**src/rtl/nested_loop_seq.sv**
```systemverilog
// nested_loop_seq: two-level (i outer, j inner) loop sequencer.
// Emits each (i, j) index pair on a valid/ready interface. At the end of a
// normal run it pulses done for one cycle and sets a sticky finish flag.
module nested_loop_seq #(
  parameter int WIDTH = 8,
  parameter int STEP  = 1,
  parameter int CW    = 2 * WIDTH
) (
  input  logic             clk,
  input  logic             rst,
  input  logic             start,
  input  logic             abort,
  input  logic [WIDTH-1:0] outer_bound,
  input  logic [WIDTH-1:0] inner_bound,
  output logic             idx_valid,
  input  logic             idx_ready,
  output logic [WIDTH-1:0] idx_i,
  output logic [WIDTH-1:0] idx_j,
  output logic             busy,
  output logic             done,
  output logic             finish,
  output logic [CW-1:0]    iter_count
);

  localparam logic [1:0] S_IDLE = 2'd0;
  localparam logic [1:0] S_RUN  = 2'd1;
  localparam logic [1:0] S_DONE = 2'd2;

  // The inner step is one bit wider than the index. A carry out of the index
  // width therefore compares as "past the bound" and never wraps to a small j.
  localparam logic [WIDTH:0] STEP_EXT = (WIDTH+1)'(STEP);

  logic [1:0]       state_q, state_d;
  logic [WIDTH-1:0] outerBound_q, outerBound_d;
  logic [WIDTH-1:0] innerBound_q, innerBound_d;
  logic [WIDTH-1:0] idxI_q, idxI_d;
  logic [WIDTH-1:0] idxJ_q, idxJ_d;
  logic             idxValid_q, idxValid_d;
  logic             busy_q, busy_d;
  logic             done_q, done_d;
  logic             finish_q, finish_d;
  logic [CW-1:0]    iterCount_q, iterCount_d;

  logic [WIDTH:0]   jNext;
  logic [WIDTH-1:0] outerLast;

  assign jNext     = {1'b0, idxJ_q} + STEP_EXT;
  assign outerLast = outerBound_q - WIDTH'(1);

  // Next-state logic: accept a run in IDLE, step the index pair on each
  // handshake in RUN, and hold DONE for exactly one cycle.
  always_comb begin
    state_d      = state_q;
    outerBound_d = outerBound_q;
    innerBound_d = innerBound_q;
    idxI_d       = idxI_q;
    idxJ_d       = idxJ_q;
    idxValid_d   = idxValid_q;
    done_d       = 1'b0;
    finish_d     = finish_q;
    iterCount_d  = iterCount_q;

    case (state_q)
      S_IDLE: begin
        if (start && !abort) begin
          outerBound_d = outer_bound;
          innerBound_d = inner_bound;
          idxI_d       = '0;
          idxJ_d       = '0;
          iterCount_d  = '0;
          finish_d     = 1'b0;
          if ((outer_bound == '0) || (inner_bound == '0)) begin
            state_d    = S_DONE;
            idxValid_d = 1'b0;
            done_d     = 1'b1;
            finish_d   = 1'b1;
          end else begin
            state_d    = S_RUN;
            idxValid_d = 1'b1;
          end
        end
      end

      S_RUN: begin
        if (abort) begin
          state_d    = S_IDLE;
          idxValid_d = 1'b0;
        end else if (idx_ready) begin
          if (iterCount_q != '1) begin
            iterCount_d = iterCount_q + CW'(1);
          end
          if (jNext < {1'b0, innerBound_q}) begin
            idxJ_d = jNext[WIDTH-1:0];
          end else if (idxI_q == outerLast) begin
            state_d    = S_DONE;
            idxValid_d = 1'b0;
            done_d     = 1'b1;
            finish_d   = 1'b1;
          end else begin
            idxJ_d = '0;
            idxI_d = idxI_q + WIDTH'(1);
          end
        end
      end

      S_DONE: begin
        state_d    = S_IDLE;
        idxValid_d = 1'b0;
      end

      default: begin
        state_d    = S_IDLE;
        idxValid_d = 1'b0;
      end
    endcase

    busy_d = (state_d != S_IDLE);
  end

  // State registers; reset returns every output and both bound latches to zero.
  always_ff @(posedge clk or posedge rst) begin
    if (rst) begin
      state_q      <= S_IDLE;
      outerBound_q <= '0;
      innerBound_q <= '0;
      idxI_q       <= '0;
      idxJ_q       <= '0;
      idxValid_q   <= 1'b0;
      busy_q       <= 1'b0;
      done_q       <= 1'b0;
      finish_q     <= 1'b0;
      iterCount_q  <= '0;
    end else begin
      state_q      <= state_d;
      outerBound_q <= outerBound_d;
      innerBound_q <= innerBound_d;
      idxI_q       <= idxI_d;
      idxJ_q       <= idxJ_d;
      idxValid_q   <= idxValid_d;
      busy_q       <= busy_d;
      done_q       <= done_d;
      finish_q     <= finish_d;
      iterCount_q  <= iterCount_d;
    end
  end

  assign idx_valid  = idxValid_q;
  assign idx_i      = idxI_q;
  assign idx_j      = idxJ_q;
  assign busy       = busy_q;
  assign done       = done_q;
  assign finish     = finish_q;
  assign iter_count = iterCount_q;

endmodule

```
**config.mk**
```make
export PLATFORM = sky130hd
export DESIGN_NAME = nested_loop_seq
export DESIGN_NICKNAME = d
export VERILOG_FILES = /design/src/rtl/nested_loop_seq.sv
export SDC_FILE = /design/constraint.sdc
export NUM_CORES = 1
export LEC_CHECK = 0
export BUFFER_PORTS_ARGS = -buffer_cell sky130_fd_sc_hd__buf_2
export CORE_MARGIN = 2
export CORE_UTILIZATION = 50
export CTS_BUF_LIST = sky130_fd_sc_hd__clkbuf_16
export CTS_CLUSTER_SIZE = 16
export DETAILED_ROUTE_END_ITERATION = 12
export PLACE_DENSITY = 0.78
export RECOVER_POWER = 50
export SLEW_MARGIN = 15
export SYNTH_ARGS = -nofsm -noshare
export SYNTH_HDL_FRONTEND = slang
export SYNTH_SLANG_ARGS = --single-unit
```
**constraint.sdc**
```tcl
create_clock -name clk -period 9.05 [get_ports clk]
set_input_delay 0.905 -clock clk [delete_from_list [all_inputs] [get_ports clk]]
set_output_delay 0.905 -clock clk [all_outputs]
set_load 0.02 [all_outputs]
```
* Yosys cells after proc, flatten, opt, wreduce, memory -nomap -nowiden
Cells that the tools add are included.
** Operators by class
- $mul :: 0
- Bitwise logic cells :: 0
- Equal/unequal tests :: 14
- Add/sub/neg operators :: 4
- Multiplexer cells :: 43
- Reduce and logical (&&, ||, !) cells :: 14
- Divide/modulo/power cells :: 0
- Shift operators :: 0
- $lt $le $gt $ge :: 1
** Operator list (number)
- $mux W8 :: 9
- $mux W16 :: 4
- $pmux W16 S2 :: 1
- $pmux W8 S2 :: 2
- $mux W1 :: 17
- $add A16 B1 Y16 const B :: 1
- $logic_not A8 Y1 :: 2
- $ne A16 B16 Y1 const B :: 1
- $ne A2 B2 Y1 const B :: 7
- $mux W2 :: 6
- $ne A3 B3 Y1 const B :: 4
- $reduce_and A6 Y1 :: 2
- $reduce_and A5 Y1 :: 2
- $add A8 B1 Y9 const B :: 1
- $lt A9 B8 Y1 :: 1
- $add A8 B1 Y8 const B :: 1
- $eq A8 B8 Y1 :: 1
- $sub A8 B1 Y8 const B :: 1
- $pmux W1 S2 :: 3
- $pmux W2 S2 :: 1
- $reduce_and A4 Y1 :: 1
- $reduce_bool A2 Y1 :: 2
- $eq A2 B1 Y1 const B :: 1
- $logic_not A2 Y1 :: 1
- other kinds (4) :: 4
** Storage, ports and cells
- Word-level logic and storage cells :: 86
- Bits in latches :: 0
- Flip-flop bits (word level) :: 54
- ROM bits :: 0
- Bits of input ports :: 21
- Memories kept :: 0
- RAM bits :: 0

* Logic depth before layout (Yosys ltp)
Gate-level depths: netlist of run 1.
- Depth after elaboration :: 8
- Mapped depth :: 12
- Mapped depth without buffers :: 12

* Worst setup path before layout of run 1
OpenSTA, ideal clock, no wires.
- Path kind :: reg-to-reg
- Start point :: register idxJ_q[0] (netlist: idx_j[0])
- End point :: register idxI_q[3] (netlist: idx_i[3])
- Buffers on the path :: 0
- Data arrival time :: 2894 ps
- Cell stages (with the launch flop) :: 13
- Path slack :: 6020 ps
- Path through :: dfrtp_1 ha_1 nand3_1 or3_1 nand2_1 ha_1 and3_1 a221o_1 a311oi_1 nand2_1 a21boi_2 or4_1 a21oi_1
** Between the ends
- Cells in the longest elaborated chain, start to end :: 4
** Ends and longest elaborated chain
- start: declaration :: line 37 : logic [WIDTH-1:0] idxJ_q, idxJ_d;
- start signal: assignment :: line 138 : idxJ_q <= idxJ_d;
- $add A8 B1 Y9 :: line 47 : assign jNext = {1'b0, idxJ_q} + STEP_EXT;
- $lt A9 B8 Y1 :: line 92 : if (jNext < {1'b0, innerBound_q}) begin
- $ne A2 B2 Y1 (no source line)
- $reduce_and A6 Y1 (no source line)
- end signal: assignment :: line 137 : idxI_q <= idxI_d;
- end: declaration :: line 36 : logic [WIDTH-1:0] idxI_q, idxI_d;
No other way between the ends.
A chain may end at the register's enable or synchronous reset.

==> results.json, run 1 <==
{
  "num_vias": 2670,
  "yosysWarningCount": 0,
  "finalNetCount": 420,
  "end_kind": "asynchronous set/reset pin",
  "synth_area_leaders": "dfrtp_1 45%, nand2_1 6.1%, ha_1 4.5%",
  "dp_hpwl_um": 5060,
  "synth_edf_count": 0,
  "cap_violations": 2,
  "skew_ns": 0.00599,
  "grt_pass1_vias": 2510,
  "outcome": "complete, but fails checks",
  "start_util": 0.515,
  "antenna_found_initial": 0,
  "ir_worst_vdd_v": 0.0000856,
  "post-cts-setup-buffers": 0,
  "dr.pass1.iters": 4,
  "die_width_um": 81.9,
  "fin_crit_sh": 0.365,
  "grt_use_total": 0.225,
  "routedWlPerCell_um": 15.1,
  "fmax_mhz": 303,
  "num_rows": 28,
  "dpl.cell_count": 456,
  "rsz0062_at_grt": "no",
  "worst_setup_path_start_kind": "input pin",
  "die-area_sq_um": 6700,
  "final_hold_viol_count": 0,
  "tightest_slew_ns": 2.86,
  "route.detailed.drc": 0,
  "detail_route.iter0.violations": 202,
  "overflow": 0,
  "die_h_um": 81.9,
  "clk_latency_ns": 0.29,
  "setup_tns_ns": 0,
  "wl_um": 7000,
  "root_buffer": "clkbuf_16",
  "layout-drive-gt1-share": 0.144,
  "final_cells": 464,
  "hp-class": "reg -> reg",
  "syn_inst": 332,
  "grt_max_degree": 55,
  "nFillCells": 527,
  "synth_top_area_share": 0.446,
  "diodes": 0,
  "core_area_sq_um": 5890,
  "multi_input_area_sq_um": 1590,
  "post_cts_resized": 0,
  "tritoncts": "done",
  "leakage_nw": 1.70,
  "layout_commonest_cell": "dfrtp_1",
  "syn_nets": 364,
  "cp.arrival_ns": 3.08,
  "powerDensity_nw_per_um2": 172,
  "violations": "max-capacitance violations, max-slew violations",
  "io_buffers": 56,
  "path_clk_slew_ns": 0.07,
  "finalPower_mw": 0.603,
  "ys_types": 54,
  "clock_path_buffers": 2,
  "synth.avg_cell_area_sq_um": 9.13,
  "seq_area_frac_synth": 0.446,
  "cts.sink_count": 54,
  "crit_type": "in -> async",
  "synth_flop_cell": "dfrtp_1",
  "vias_per_cell": 5.75,
  "seqCellArea_sq_um": 1350,
  "synthArstFlopShare": 1.00,
  "syn_area_sq_um": 3030,
  "synth_area_leader_cell": "dfrtp_1",
  "htree_num_levels": 2,
  "ys_ff_latch": 54,
  "path_max_fanout": 54,
  "fin_crit_ns": 3.30,
  "hold_buffers": 0,
  "cts_made_buffers": 5,
  "ant_nets": 0,
  "drv_slew": 98,
  "io_pins": 57,
  "final-setup-viol-count": 0,
  "grt_pass1_wl_um": 11600,
  "place_congestion": 0.837,
  "layout_common_cells": "54 x dfrtp_1, 49 x nand2_1, 41 x buf_2",
  "slew_headroom": -0.909,
  "synthToLayoutAreaGrowth_pct": 15.5,
  "cp.required_ns": 8.83
}
[cells by family (layout without fill, tap and decap cells)]
family,Yosys count,count (layout),share of synthesized area
adder cells (fa/ha/maj),11,11,0.0454
flip-flops,54,54,0.446
multiplexers,3,3,0.0107
AO/OA/AOI/OAI,69,69,0.161
buffers and inverters,23,80,0.0285
AND/OR/NAND/NOR,148,148,0.240
XOR/XNOR,24,24,0.0693
[power by group]
part           total, mW  internal (mW)  leakage, nW  switching, mW
clock network      0.185          0.101       0.0672         0.0841
logic              0.126         0.0505        0.911         0.0757
registers          0.292          0.265        0.719         0.0268
[final timing paths]
| check | start | endpoint | slack (ns) | depth (start not counted) |
|---|---|---|---|---|
| setup reg to reg | idx_j[0]$_DFFE_PP0P_ | idx_i[3]$_DFFE_PP0P_ | 5.82 | 12 |
| max in group clk | idx_j[0]$_DFFE_PP0P_ | idx_i[3]$_DFFE_PP0P_ | 5.82 | 12 |
| hold reg to reg | outerBound_q[7]$_DFFE_PP0P_ | outerBound_q[7]$_DFFE_PP0P_ | 0.50 | 2 |
| min in group asynchronous | rst | iter_count[1]$_DFFE_PP0P_ | 1.70 | 3 |
| setup / recovery | rst | iter_count[9]$_DFFE_PP0P_ | 5.75 | 3 |
| hold / removal | outerBound_q[7]$_DFFE_PP0P_ | outerBound_q[7]$_DFFE_PP0P_ | 0.50 | 2 |
[final cells by class]
class / count / share of cell area
inverters: 14 / 0.0150
repair buffers: 58 / 0.0768
multi-input cells: 255 / 0.455
clock inverters: 3 / 0.00464
well taps: 75 / 0.0268
clock buffers: 5 / 0.0357
flip-flops and latches: 54 / 0.386
[worst max-delay path, stage by stage]
cell and delay (ns):
buf_2 0.09, inv_1 0.04, clkbuf_1 2.02
[cell usage after synthesis, types with 7 or more instances]
| master | number |
|---|---|
| xnor2_1 | 11 |
| ha_1 | 11 |
| xor2_1 | 13 |
| dfrtp_1 | 54 |
| clkbuf_1 | 9 |
| o21ai_0 | 21 |
| nor4_1 | 7 |
| nand3_1 | 17 |
| nor3_1 | 9 |
| a21oi_1 | 9 |
| nor2_1 | 28 |
| nand2_1 | 49 |
| inv_1 | 14 |
[per-stage QoR]
stage	setup WS [ns]	util	hold WS, ns	cell area, sq um
finish	5.75	0.595	0.505	3500
global route	5.07	0.595	0.539	3500
CTS	5.88	0.600	0.513	3530
detailed placement	5.90	0.576	0.493	3390
global placement	6.00	0.576	0.494	3390
floorplan	6.02	-	0.440	3030
[metal layers]
metal  track usage  routed length (um)  up-vias
li1              -                   -     1304
met1         0.300                3270     1274
met3        0.0407                 310       11
met5             0                   0        -
met4        0.0750                 111        0
met2         0.368                3310       81
[state kept, by name, indices dropped and copies added, names as in the netlist]
name          cells
finish            1
state_q           2
busy              1
done              1
idx_valid         1
outerBound_q      8
iter_count       16
innerBound_q      8
idx_i             8
idx_j             8
No activity file was read; power rests on OpenSTA's default activity.
==> inputs of run 2 (changes only) <==
ABC_AREA = 1   (was unset)
PLACE_DENSITY = 0.77   (was 0.78)
clock period = 3.12 ns   (was 9.05 ns; I/O delays follow)
==> run 2 against run 1 <==
- the run now ends clean
- synthesized area is 13% higher
- die area increased by 13%
- routed wire length rose by 8.0%
- sequential power grew to 2.9 times the previous value
- largest cell class unchanged
- highest routed layer unchanged
- critical path depth grew 13
- total power grew to 3.1 times the previous value
- clock-buffer cell count unchanged
==> results.json, run 2 <==
{
  "io_pins": 57,
  "root_buffer": "clkbuf_16",
  "worst_setup_path_start_kind": "register",
  "clock_path_buffers": 2,
  "end_kind": "register",
  "post_cts_resized": 0,
  "cts.sink_count": 54,
  "synth_flop_cell": "dfrtp_1",
  "fmax_mhz": 380,
  "hold_end": "outerBound_q[6]$_DFFE_PP0P_",
  "leakage_nw": 2.01,
  "route.detailed.drc": 0,
  "synth_area_leader_cell": "dfrtp_1",
  "place_ws_ns": 0.510,
  "clk_latency_ns": 0.29,
  "crit_top_cell": "nand2_1",
  "final_core_util": 0.580,
  "tightest_slew_ns": 1.43,
  "tritoncts": "done",
  "drv_slew": 0,
  "vias_per_cell": 5.18,
  "ys_ff_latch": 54,
  "synthArstFlopShare": 1.00,
  "fin_ws_ns": 0.489,
  "layout_common_cells": "150 x nand2_1, 54 x dfrtp_1, 48 x inv_1",
  "cap_violations": 0,
  "synth_edf_count": 0,
  "synth_top_area_share": 0.394,
  "grt_pass1_vias": 2915,
  "path_clk_slew_ns": 0.07,
  "num_rows": 30,
  "synth.avg_cell_area_sq_um": 7.43,
  "synth_most_common_cell": "nand2_1",
  "wl_um": 7560,
  "die_width_um": 86.8,
  "synth.cells.most_frequent": "150 x nand2_1, 54 x dfrtp_1, 47 x inv_1, 38 x nor2_1, 35 x nand3_1",
  "grt_max_degree": 39,
  "post-cts-setup-buffers": 0,
  "synthToLayoutAreaGrowth_pct": 13.6,
  "cp.required_ns": 3.29,
  "num_vias": 3109,
  "diodes": 0,
  "finalNetCount": 551,
  "dr.pass1.iters": 4,
  "timing.rr.start": "idx_j[0]$_DFFE_PP0P_",
  "layout-drive-gt1-share": 0.150,
  "overflow": 0,
  "htree_num_levels": 2,
  "syn_inst": 462,
  "crit_chain": "ha_1, nand2_1, nor2_2, nand3_1, xor2_1, inv_1, ha_1, nand2_1, nand3b_1, nand3b_2, nand3_4, nand2_2, inv_4, nand2_8, nand2_1, nand2_1",
  "place_congestion": 0.870,
  "die_h_um": 86.8,
  "cp_slowest_cell": "dfrtp_1",
  "seq_area_frac_synth": 0.394,
  "ant_nets": 0,
  "yosysWarningCount": 0,
  "powerDensity_nw_per_um2": 475,
  "crit_type": "reg -> reg",
  "max_stage_delay_ns": 0.42,
  "rr_worst_depth": 16,
  "skew_ns": 0.00639,
  "nFillCells": 636,
  "syn_area_sq_um": 3430,
  "largest_reg_flops": 16,
  "hp-class": "in -> reg",
  "dp_hpwl_um": 5870,
  "antenna_found_initial": 0,
  "layout_commonest_cell": "nand2_1",
  "core_area_sq_um": 6720,
  "path_max_fanout": 9,
  "cts_made_buffers": 5,
  "ir_worst_vdd_v": 0.000236,
  "routedWlPerCell_um": 12.6,
  "fin_crit_sh": 0.843,
  "syn_nets": 494,
  "reg2reg_to": "idx_i[4]$_DFFE_PP0P_",
  "setup_tns_ns": 0,
  "grt_pass1_wl_um": 12900,
  "cp.arrival_ns": 2.80,
  "start_util": 0.511,
  "synth_area_leaders": "dfrtp_1 39%, nand2_1 16%, inv_1 5.1%",
  "slew_headroom": 0.0478,
  "fin_crit_ns": 2.63,
  "multi_input_area_sq_um": 1830,
  "grt_use_total": 0.212,
  "outcome": "complete, no violations",
  "hold_buffers": 0,
  "die-area_sq_um": 7540,
  "ys_types": 40,
  "rsz0062_at_grt": "no",
  "final_hold_viol_count": 0,
  "io_buffers": 56,
  "reg2reg_slack_ns": 0.49,
  "min-delay-start": "outer_bound[6]",
  "whs_path_depth": 3,
  "detail_route.iter0.violations": 111,
  "seqCellArea_sq_um": 1350,
  "finalPower_mw": 1.85,
  "final-setup-viol-count": 0
}
[run 2: worst max-delay path, delay by kind of cell, from the launching register on]
| kind | cells | cell delay [ns] |
|---|---|---|
| adder cells (fa/ha/maj) | 2 | 0.50 |
| AND/OR/NAND/NOR | 11 | 1.25 |
| XOR/XNOR | 1 | 0.14 |
| flip-flops | 1 | 0.42 |
| buffers and inverters | 2 | 0.20 |
[run 2: through the flow]
stage	instances	hold WS (ns)	cell area (sq um)
2_1_floorplan	462	0.422	3430
3_3_place_gp	592	0.475	3790
3_5_place_dp	592	0.467	3790
4_1_cts	600	0.209	3920
5_1_grt	600	0.246	3900
6_report	600	0.236	3900
[run 2: kinds of logic after synthesis]
kind of cell             after synthesis  synth area share
buffers and inverters                 64            0.0737
flip-flops                            54             0.394
AO/OA/AOI/OAI                         43            0.0737
AND/OR/NAND/NOR                      270             0.368
adder cells (fa/ha/maj)               11            0.0401
XOR/XNOR                              20            0.0511
[run 2: layer usage]
layer  share of wire  global-route usage
met1            0.46               0.276
met2            0.49               0.361
met3           0.037              0.0371
met4           0.013              0.0582
met5               0                   0
[run 2: where the power goes]
group          switching (mW)  leakage (nW)  total, mW  internal (mW)
logic                   0.318          1.21      0.486          0.168
clock network           0.239        0.0724      0.530          0.291
registers              0.0635         0.720      0.834          0.770
[run 2: worst max path at each step]
stage                              start                    to  slack [ns]  depth (start not counted)
global placement    idx_j[0]$_DFFE_PP0P_  idx_i[4]$_DFFE_PP0P_        0.64                         16
finish              idx_j[0]$_DFFE_PP0P_  idx_i[4]$_DFFE_PP0P_        0.49                         16
floorplan           idx_j[0]$_DFFE_PP0P_  idx_i[5]$_DFFE_PP0P_        0.60                         16
detailed placement  idx_j[0]$_DFFE_PP0P_  idx_i[4]$_DFFE_PP0P_        0.51                         16
global route        idx_j[0]$_DFFE_PP0P_  idx_i[4]$_DFFE_PP0P_        0.17                         16
CTS                 idx_j[0]$_DFFE_PP0P_  idx_i[4]$_DFFE_PP0P_        0.48                         16
[run 2: layout make-up]
type / count / share of cell area
multi-input combinational: 344 / 0.469
sequential: 54 / 0.347
timing repair buffer: 58 / 0.0690
inverter: 56 / 0.0546
clock buffer: 5 / 0.0321
tap: 80 / 0.0257
clock inverter: 3 / 0.00321
==> inputs of run 3 (changes only) <==
clock period = 2.6 ns   (was 3.12 ns; I/O delays follow)
==> run 3 against run 2 <==
- sequential cell count is the same
- sequential share of layout area decreased by 0.84 points
- clock-buffer cell count unchanged
- via count is 0.13% higher
- fmax rose by 7.0%
- total power increased by 22%
- non-clock buffer count rose by 6
- final cell count rose by 1.2%
- critical path type unchanged
==> results.json, run 3 (synthesis results as in run 2) <==
{
  "outcome": "complete, no violations",
  "fmax_mhz": 407,
  "cap_violations": 0,
  "cts_made_buffers": 5,
  "cts.sink_count": 54,
  "stdcell_area_sq_um": 3990,
  "clk_latency_ns": 0.29,
  "finalPower_mw": 2.26,
  "rr_worst_depth": 17,
  "grt_pass1_vias": 2861,
  "synthToLayoutAreaGrowth_pct": 16.4,
  "num_rows": 30,
  "finalNetCount": 558,
  "place_congestion": 0.878,
  "cp.required_ns": 2.78,
  "tightest_slew_ns": 1.20,
  "path_clk_slew_ns": 0.06,
  "layout-drive-gt1-share": 0.171,
  "dp_hpwl_um": 5870,
  "reg2reg_slack_ns": 0.14,
  "grt_max_degree": 33,
  "antenna_found_initial": 0,
  "final_hold_viol_count": 0,
  "min-delay-start": "outer_bound[6]",
  "start_util": 0.511,
  "timing.rr.start": "idx_j[1]$_DFFE_PP0P_",
  "core_area_sq_um": 6720,
  "dr.pass1.iters": 4,
  "route.detailed.drc": 0,
  "grt_pass1_wl_um": 12600,
  "grt_use_total": 0.208,
  "end_kind": "register",
  "num_vias": 3113,
  "cp.arrival_ns": 2.64,
  "io_pins": 57,
  "ant_nets": 0,
  "fin_crit_sh": 0.945,
  "overflow": 0,
  "ir_worst_vdd_v": 0.000388,
  "powerDensity_nw_per_um2": 565,
  "drv_slew": 0,
  "hold_buffers": 0,
  "layout_commonest_cell": "nand2_1",
  "nFillCells": 613,
  "largest_reg_flops": 16,
  "leakage_nw": 2.05,
  "die_width_um": 86.8,
  "fin_crit_ns": 2.46,
  "reg2reg_to": "idx_i[2]$_DFFE_PP0P_",
  "final-setup-viol-count": 0,
  "slew_headroom": 0.202,
  "worst_setup_path_start_kind": "register",
  "htree_num_levels": 2,
  "whs_path_depth": 3,
  "tritoncts": "done",
  "detail_route.iter0.violations": 155,
  "io_buffers": 56,
  "placed_area_sq_um": 3820,
  "die_h_um": 86.8,
  "skew_ns": 0.00478,
  "hold_end": "outerBound_q[6]$_DFFE_PP0P_",
  "routedWlPerCell_um": 12.6,
  "wl_um": 7680,
  "path_max_fanout": 8,
  "crit_type": "reg -> reg",
  "die-area_sq_um": 7540,
  "vias_per_cell": 5.13,
  "hp-class": "in -> reg",
  "diodes": 0,
  "root_buffer": "clkbuf_16",
  "clock_path_buffers": 2,
  "layout_common_cells": "149 x nand2_1, 54 x dfrtp_1, 48 x inv_1"
}
==> run 3: area by class of cell <==
cell class | instances | area [sq um] | share of cell area
Tap cell | 80 | 100 | 0.0251
Sequential cell | 54 | 1350 | 0.338
Timing Repair Buffer | 64 | 310 | 0.0777
Inverter | 56 | 215 | 0.0539
Timing Repair inverter | 1 | 5.00 | 0.00125
Clock inverter | 3 | 12.5 | 0.00313
Clock buffer | 5 | 125 | 0.0313
Multi-Input combinational cell | 344 | 1870 | 0.469
==> run 3: repair_timing <==
item,in CTS,in global routing
resized for setup,0,10
buffers inserted,0,2
setup endpoints to repair,0,21
==> run 3: through the flow <==
step           setup TNS [ns]  worst slack [ns]  utilization  cells  hold WS [ns]
2_1_floorplan               0            0.0777            -    462         0.370
3_3_place_gp                0             0.168        0.568    596         0.392
3_5_place_dp                0            0.0175        0.568    596         0.404
4_1_cts                     0           0.00716        0.588    604        0.0962
5_1_grt               -0.0707           -0.0196        0.594    607         0.197
6_report                    0             0.142        0.594    607         0.184
==> run 3: routing by layer <==
metal / part of all wire / GRT usage / up-vias
li1: - / - / 1601
met1: 0.47 / 0.272 / 1420
met2: 0.47 / 0.348 / 74
met3: 0.037 / 0.0295 / 18
met4: 0.021 / 0.0810 / 0
met5: 0 / 0 / -
==> run 3: worst max-delay path by stage <==
| stage | from | endpoint | slack, ns | depth (start not counted) |
|---|---|---|---|---|
| after detailed placement | idx_j[1]$_DFFE_PP0P_ | idx_i[2]$_DFFE_PP0P_ | 0.02 | 16 |
| after floorplan | idx_j[0]$_DFFE_PP0P_ | idx_i[5]$_DFFE_PP0P_ | 0.08 | 16 |
| final | idx_j[1]$_DFFE_PP0P_ | idx_i[2]$_DFFE_PP0P_ | 0.14 | 17 |
| after global routing | idx_j[1]$_DFFE_PP0P_ | idx_i[5]$_DFFE_PP0P_ | -0.02 | 17 |
| after global placement | idx_j[1]$_DFFE_PP0P_ | idx_i[4]$_DFFE_PP0P_ | 0.17 | 16 |
| after CTS | idx_j[1]$_DFFE_PP0P_ | idx_i[2]$_DFFE_PP0P_ | 0.007 | 16 |
==> run 3: power by group <==
| part | switching, mW | total, mW | internal (mW) |
|---|---|---|---|
| sequential | 0.0735 | 0.997 | 0.924 |
| combinational | 0.403 | 0.626 | 0.223 |
| clock | 0.284 | 0.633 | 0.349 |
==> run 3: worst max-delay path: stages, from the launching register on <==
cell	delay, ns
dfrtp_1	0.39
ha_2	0.21
nand2_1	0.09
nor2_4	0.16
nand3_2	0.09
xor2_1	0.14
inv_1	0.10
ha_4	0.28
nand2_1	0.05
nand3b_1	0.18
nor2_2	0.14
nor2_4	0.06
nand3_4	0.12
nand2_4	0.08
clkinv_4	0.08
nand2_8	0.06
nand2_1	0.06
nand2_1	0.05
